===== config.mk =====
export PLATFORM = sky130hd
export DESIGN_NAME = config_loader
export DESIGN_NICKNAME = d
export VERILOG_FILES = /design/src/rtl/cgra_config_pkg.sv /design/src/rtl/config_word_shifter.sv /design/src/rtl/config_loader.sv
export SDC_FILE = /design/constraint.sdc
export NUM_CORES = 1
export LEC_CHECK = 0
export BUFFER_PORTS_ARGS = -buffer_cell sky130_fd_sc_hd__buf_2
export CAP_MARGIN = 20
export CELL_PAD_IN_SITES_DETAIL_PLACEMENT = 1
export CELL_PAD_IN_SITES_GLOBAL_PLACEMENT = 2
export CORE_MARGIN = 1.5
export CORE_UTILIZATION = 37
export CTS_CLUSTER_SIZE = 14
export DETAILED_ROUTE_END_ITERATION = 8
export PLACE_DENSITY_LB_ADDON = 0.12
export SYNTH_ARGS = -nofsm -noshare
export SYNTH_HDL_FRONTEND = slang
export SYNTH_SLANG_ARGS = --single-unit

===== constraint.sdc =====
create_clock -name Config_Clock -period 4.4 [get_ports Config_Clock]
set_input_delay 0.22 -clock Config_Clock [delete_from_list [all_inputs] [get_ports Config_Clock]]
set_output_delay 0.22 -clock Config_Clock [all_outputs]
set_load 0.01 [all_outputs]

===== src/rtl/cgra_config_pkg.sv =====
// Shared types and width helpers for the CGRA configuration chain loader.
package cgra_config_pkg;

  typedef enum logic [1:0] {
    IDLE  = 2'd0,
    LOAD  = 2'd1,
    SHIFT = 2'd2,
    DONE  = 2'd3
  } cfg_load_state_t;

  localparam int CFG_DEFAULT_WORD_WIDTH = 32;
  localparam int CFG_DEFAULT_TOTAL_BITS = 64;

  // Bits needed to hold a count from 0 up to and including max_count.
  function automatic int cfg_count_width(input int max_count);
    return $clog2(max_count + 1);
  endfunction

endpackage


===== src/rtl/config_word_shifter.sv =====
// Word-wide PISO/SIPO pair sharing one bit counter: the outgoing word is
// shifted out LSB first while the returning chain bits fill the readback
// word from index 0 upwards.
module config_word_shifter
  import cgra_config_pkg::*;
#(
  parameter int WORD_WIDTH = CFG_DEFAULT_WORD_WIDTH
) (
  input  logic                                   Config_Clock,
  input  logic                                   Config_Reset,
  input  logic                                   load,
  input  logic [WORD_WIDTH-1:0]                  load_data,
  input  logic                                   shift,
  input  logic                                   serial_in,
  output logic                                   serial_out,
  output logic [WORD_WIDTH-1:0]                  capture_word,
  output logic [cfg_count_width(WORD_WIDTH)-1:0] word_bit
);

  localparam int BIT_CNT_W = cfg_count_width(WORD_WIDTH);

  logic [WORD_WIDTH-1:0] piso;
  logic [WORD_WIDTH-1:0] sipo;
  logic [BIT_CNT_W-1:0]  bit_cnt;

  assign capture_word = sipo | (WORD_WIDTH'(serial_in) << bit_cnt);
  assign serial_out   = piso[0];
  assign word_bit     = bit_cnt;

  // Load a fresh word (clearing readback so unused upper bits read 0), or shift one bit.
  always_ff @(posedge Config_Clock or posedge Config_Reset) begin
    if (Config_Reset) begin
      piso    <= '0;
      sipo    <= '0;
      bit_cnt <= '0;
    end else if (load) begin
      piso    <= load_data;
      sipo    <= '0;
      bit_cnt <= '0;
    end else if (shift) begin
      piso    <= piso >> 1;
      sipo    <= capture_word;
      bit_cnt <= bit_cnt + BIT_CNT_W'(1);
    end
  end

endmodule


===== src/rtl/config_loader.sv =====
// Serial configuration loader: accepts words over valid/ready, shifts them
// into the configuration chain and returns the displaced chain contents as
// readback words.
module config_loader
  import cgra_config_pkg::*;
#(
  parameter int WORD_WIDTH = CFG_DEFAULT_WORD_WIDTH,
  parameter int TOTAL_BITS = CFG_DEFAULT_TOTAL_BITS
) (
  input  logic                  Config_Clock,
  input  logic                  Config_Reset,
  input  logic                  start,
  input  logic [WORD_WIDTH-1:0] word_data,
  input  logic                  word_valid,
  output logic                  word_ready,
  output logic                  ConfigOut,
  output logic                  shift_en,
  input  logic                  ChainIn,
  output logic [WORD_WIDTH-1:0] rb_word,
  output logic                  rb_valid,
  output logic                  busy,
  output logic                  done
);

  localparam int BIT_CNT_W  = cfg_count_width(WORD_WIDTH);
  localparam int LEFT_CNT_W = cfg_count_width(TOTAL_BITS);

  cfg_load_state_t        state;
  cfg_load_state_t        state_next;
  logic [LEFT_CNT_W-1:0]  bits_left;
  logic [BIT_CNT_W-1:0]   nbits;
  logic [BIT_CNT_W-1:0]   word_bit;
  logic [WORD_WIDTH-1:0]  capture_word;
  logic                   piso_bit;
  logic                   accept;
  logic                   shifting;
  logic                   last_bit;

  assign accept   = (state == LOAD) && word_valid;
  assign shifting = (state == SHIFT);
  assign last_bit = (word_bit + BIT_CNT_W'(1)) == nbits;

  config_word_shifter #(
    .WORD_WIDTH (WORD_WIDTH)
  ) u_shifter (
    .Config_Clock (Config_Clock),
    .Config_Reset (Config_Reset),
    .load         (accept),
    .load_data    (word_data),
    .shift        (shifting),
    .serial_in    (ChainIn),
    .serial_out   (piso_bit),
    .capture_word (capture_word),
    .word_bit     (word_bit)
  );

  // State register.
  always_ff @(posedge Config_Clock or posedge Config_Reset) begin
    if (Config_Reset) begin
      state <= IDLE;
    end else begin
      state <= state_next;
    end
  end

  // Next-state decode; outputs depend on state and flopped PISO bit only.
  always_comb begin
    state_next = state;
    word_ready = 1'b0;
    shift_en   = 1'b0;
    ConfigOut  = 1'b0;
    busy       = 1'b0;
    done       = 1'b0;
    unique case (state)
      IDLE: begin
        if (start) state_next = LOAD;
      end
      LOAD: begin
        word_ready = 1'b1;
        busy       = 1'b1;
        if (word_valid) state_next = SHIFT;
      end
      SHIFT: begin
        shift_en  = 1'b1;
        ConfigOut = piso_bit;
        busy      = 1'b1;
        if (last_bit) begin
          state_next = (bits_left == LEFT_CNT_W'(1)) ? DONE : LOAD;
        end
      end
      DONE: begin
        done       = 1'b1;
        state_next = IDLE;
      end
      default: state_next = IDLE;
    endcase
  end

  // Bit bookkeeping per load and per word, plus the one-cycle readback pulse.
  always_ff @(posedge Config_Clock or posedge Config_Reset) begin
    if (Config_Reset) begin
      bits_left <= '0;
      nbits     <= '0;
      rb_valid  <= 1'b0;
      rb_word   <= '0;
    end else begin
      rb_valid <= 1'b0;
      unique case (state)
        IDLE: begin
          if (start) bits_left <= LEFT_CNT_W'(TOTAL_BITS);
        end
        LOAD: begin
          if (word_valid) begin
            if (32'(bits_left) >= WORD_WIDTH) nbits <= BIT_CNT_W'(WORD_WIDTH);
            else                              nbits <= BIT_CNT_W'(bits_left);
          end
        end
        SHIFT: begin
          bits_left <= bits_left - LEFT_CNT_W'(1);
          if (last_bit) begin
            rb_valid <= 1'b1;
            rb_word  <= capture_word;
          end
        end
        default: ;
      endcase
    end
  end

endmodule


==> impl_results.md <==
* Status: complete, no violations
* FF-to-FF End: rb_word[30]
* Maximum vdd drop at ~0.00030 V
* Floorplan row count at 44
* Register bit total from synthesis at 118
* Total power draw at 3.981 mW
* Final #Nets at 640
* Crit start category: flip-flop
* Starting Density at 0.3767
* Via count at around 4000
* DRT Pass-1 Iters at 4
* Crit-path cells: ha_1, xnor2_1, nand2_1, a211oi_2, nand3b_2, buf_16, mux2_4
* Num CTS Buffers at 17
* Async SR Flop Fraction at 1.000
* Top post-synthesis cells by area: dfrtp_1 54%, mux2i_1 10%, o21ai_0 3.7%
* CTS sink cnt at 118
* Final ANT Viol Nets at 0
* H-tree depth at 4
* Count of buffer and inverter cells on the critical path at 1
* Worst hold start: word_data[25]
* Clk_lat worst skew at 0.41 ns
* Die ar. at around 15000 sq um
* Hold Fails Final Rpt at 0
* DR WL/cell at 16.33 um
* Cells after Synth at approximately 530
* Global placer's final weighted congestion at 0.7727
* IO Pins at 75
* WHS at between 0.01 and 0.015 ns
* Top_reg_cell synth: dfrtp_1
* CP max stage delay at 0.72 ns
* HP Class: in -> reg
* Worst Setup End Kind: flip-flop
* Leakage power total at 3.330 nW
* Hold path cells at 3
* Die width at 124.4 um
* Clk slew on worst S/H paths at 0.05 ns
* # fillers at 1614
* Sw frac at 0.3349
* Critical path's top delay family: flip-flops
* R2R depth at 7
* Tcrit/Tclk final at 0.6964
* Critical-path top delay cell: dfrtp_1
* Synth cell types at 44
* ANT cells at 0
* Critical path data arrival time at between 3 and 4 ns
* CP Class: reg -> reg
* Syn avg cell area at 10.35 sq um
* Fmax at 0.3264 GHz
* IO Port Bufs at 74
* Grt ovf at 0
* Sequential area share after synthesis at 0.5414
* Sequential share of power at 0.386
* R2R Setup Slk at 1.34 ns
* Vias per cell at 5.115
* Most frequent cell after synthesis: dfrtp_1
* Final min period at 3.064 ns
* Largest area contributor in the netlist: dfrtp_1
* Cell Area, Synth at about 5500 sq um
* Req. time, crit path at 4.69 ns
* Residual DRC at 0
* Internal at 2.648 mW
* Final wirelength at around 13000 um
* FF-to-FF Start: u_shifter.word_bit[1]
* Clock buffer depth at 2
* DRT iter0 DRCs at 195
* Combinational Power Share at 0.275
* CTS tree: done
* Post-Route Skew at a little over 0.007 ns
* Share of Yosys cell area claimed by the top area cell type at 0.5414
* Cts hold-fix bufs at 1
* Synth cell count leaders: 118 x dfrtp_1, 56 x mux2i_1, 48 x nor2_1
* Sw power at 1.333 mW
* Vias in the first global route at 4403
* Hold Path Sink: u_shifter.piso[25]
* Share of cells above drive strength 1 at 0.2102
* Post-CTS resize count at 0
* Final Max Tran Viols at 0
* Clock share of power at 0.338
* Dpl hpwl at 8502 um
* Core area at 14480 sq um
* Critical path peak fanout at 18
* Pwr Density at 601.0 nW/um^2
* First-pass GRT wire length at 22060 um
* Largest net degree at the start of global routing at 84
* Setup Total Neg Slack at 0 ns
* Maxcap violations at 0
* GRT Overall Usage at 0.1775
* Layout area overhead at 21.45%
* Post-CTS setup buffers at 0
* Initial antenna violation count at 0
* Ys Warns at 0
* Slew HR at 0.2947
* Chip Height at 124.4 um
* Post-Syn Nets at 571
* Post-synth EDFFs at 0
* RSZ-0062 raised after global routing: no
* Setup Viol. Count Final at 0
* Root buf cell: clkbuf_16
* Worst Tran Pin Value at 1.050 ns
[state kept, by name, indices dropped and copies added (netlist names)]
| register | flops |
|---|---|
| u_shifter.sipo | 32 |
| rb_valid | 1 |
| bits_left | 7 |
| rb_word | 32 |
| nbits | 6 |
| u_shifter.word_bit | 6 |
| state | 2 |
| u_shifter.piso | 32 |
[cells by family (layout without fill, tap and decap cells)]
group / count (synthesis) / after routing / share of synthesized area
and+or+nand+nor: 135 / 135 / 0.1140
AOI/OAI and AO/OA: 124 / 124 / 0.1370
DFF: 118 / 118 / 0.5414
buffers and inverters: 68 / 150 / 0.05116
muxes: 64 / 64 / 0.1227
xor gates and xnor gates: 11 / 11 / 0.01766
adders and majority gates: 7 / 7 / 0.01606
[placed cells by master, fill, tap and decap left out, drive strengths merged, types with 7 or more instances in the layout]
| cell | Yosys | layout |
|---|---|---|
| nor2 | 48 | 48 |
| inv | 31 | 31 |
| a41o | 8 | 8 |
| buf | 10 | 84 |
| clkbuf | 26 | 22 |
| nand3 | 7 | 7 |
| mux2i | 56 | 56 |
| a31oi | 20 | 20 |
| clkinv | 1 | 8 |
| nand2 | 44 | 44 |
| o21ai | 40 | 40 |
| a21oi | 39 | 39 |
| mux2 | 8 | 8 |
| nor3 | 7 | 7 |
| nand2b | 7 | 7 |
| dfrtp | 118 | 118 |
| ha | 7 | 7 |
[final cells by class]
| cell class | count | area, sq um | share of cell area |
|---|---|---|---|
| repair buffers | 86 | 505.5 | 0.07631 |
| flip-flops and latches | 118 | 2953 | 0.4458 |
| clock buffers | 22 | 474.2 | 0.07159 |
| multi-input cells | 341 | 2236 | 0.3376 |
| inverters | 32 | 122.6 | 0.01851 |
| clock inverters | 10 | 102.6 | 0.01549 |
| well taps | 184 | 230.2 | 0.03476 |
[routing by layer]
metal	global-route usage	share of wire	wire length [um]	vias to the layer above
met3	0.04167	0.037	479	19
met5	0	0	0	-
li1	-	-	-	1958
met2	0.2912	0.48	6170	81
met1	0.2282	0.47	6112	1998
met4	0.06694	0.014	185	0
[worst max-delay path by stage]
stage                     startpoint           end  slack, ns  cells after the start
2_1_floorplan           Config_Reset  bits_left[0]       1.05                      1
3_3_place_gp   u_shifter.word_bit[1]   rb_word[27]       1.19                      6
3_5_place_dp   u_shifter.word_bit[1]   rb_word[30]       1.30                      7
4_1_cts        u_shifter.word_bit[1]   rb_word[30]       1.28                      7
5_1_grt        u_shifter.word_bit[1]   rb_word[26]       1.13                      7
6_report       u_shifter.word_bit[1]   rb_word[30]       1.34                      7
[power groups by stage]
stage | clock network [mW] | registers, mW | logic, mW
CTS | 1.38 | 1.54 | 1.12
floorplan | 0 | 1.47 | 0.873
global route | 1.43 | 1.58 | 1.25
finish | 1.35 | 1.54 | 1.10
detailed placement | 0 | 1.56 | 1.11
global placement | 0 | 1.54 | 1.07
[worst min-delay path: stages]
cell and delay, ns:
buf_2 0.07, nand2_1 0.03, o21ai_0 0.06
[stage by stage]
step / cells / util / cell area [sq um] / setup slack [ns]
2_1_floorplan: 527 / - / 5454 / 1.051
3_3_place_gp: 757 / 0.4125 / 5972 / 1.192
3_5_place_dp: 758 / 0.4144 / 6000 / 1.299
4_1_cts: 791 / 0.4549 / 6586 / 1.279
5_1_grt: 793 / 0.4575 / 6624 / 1.129
6_report: 793 / 0.4575 / 6624 / 1.336
No activity file was read; power rests on OpenSTA's default activity.
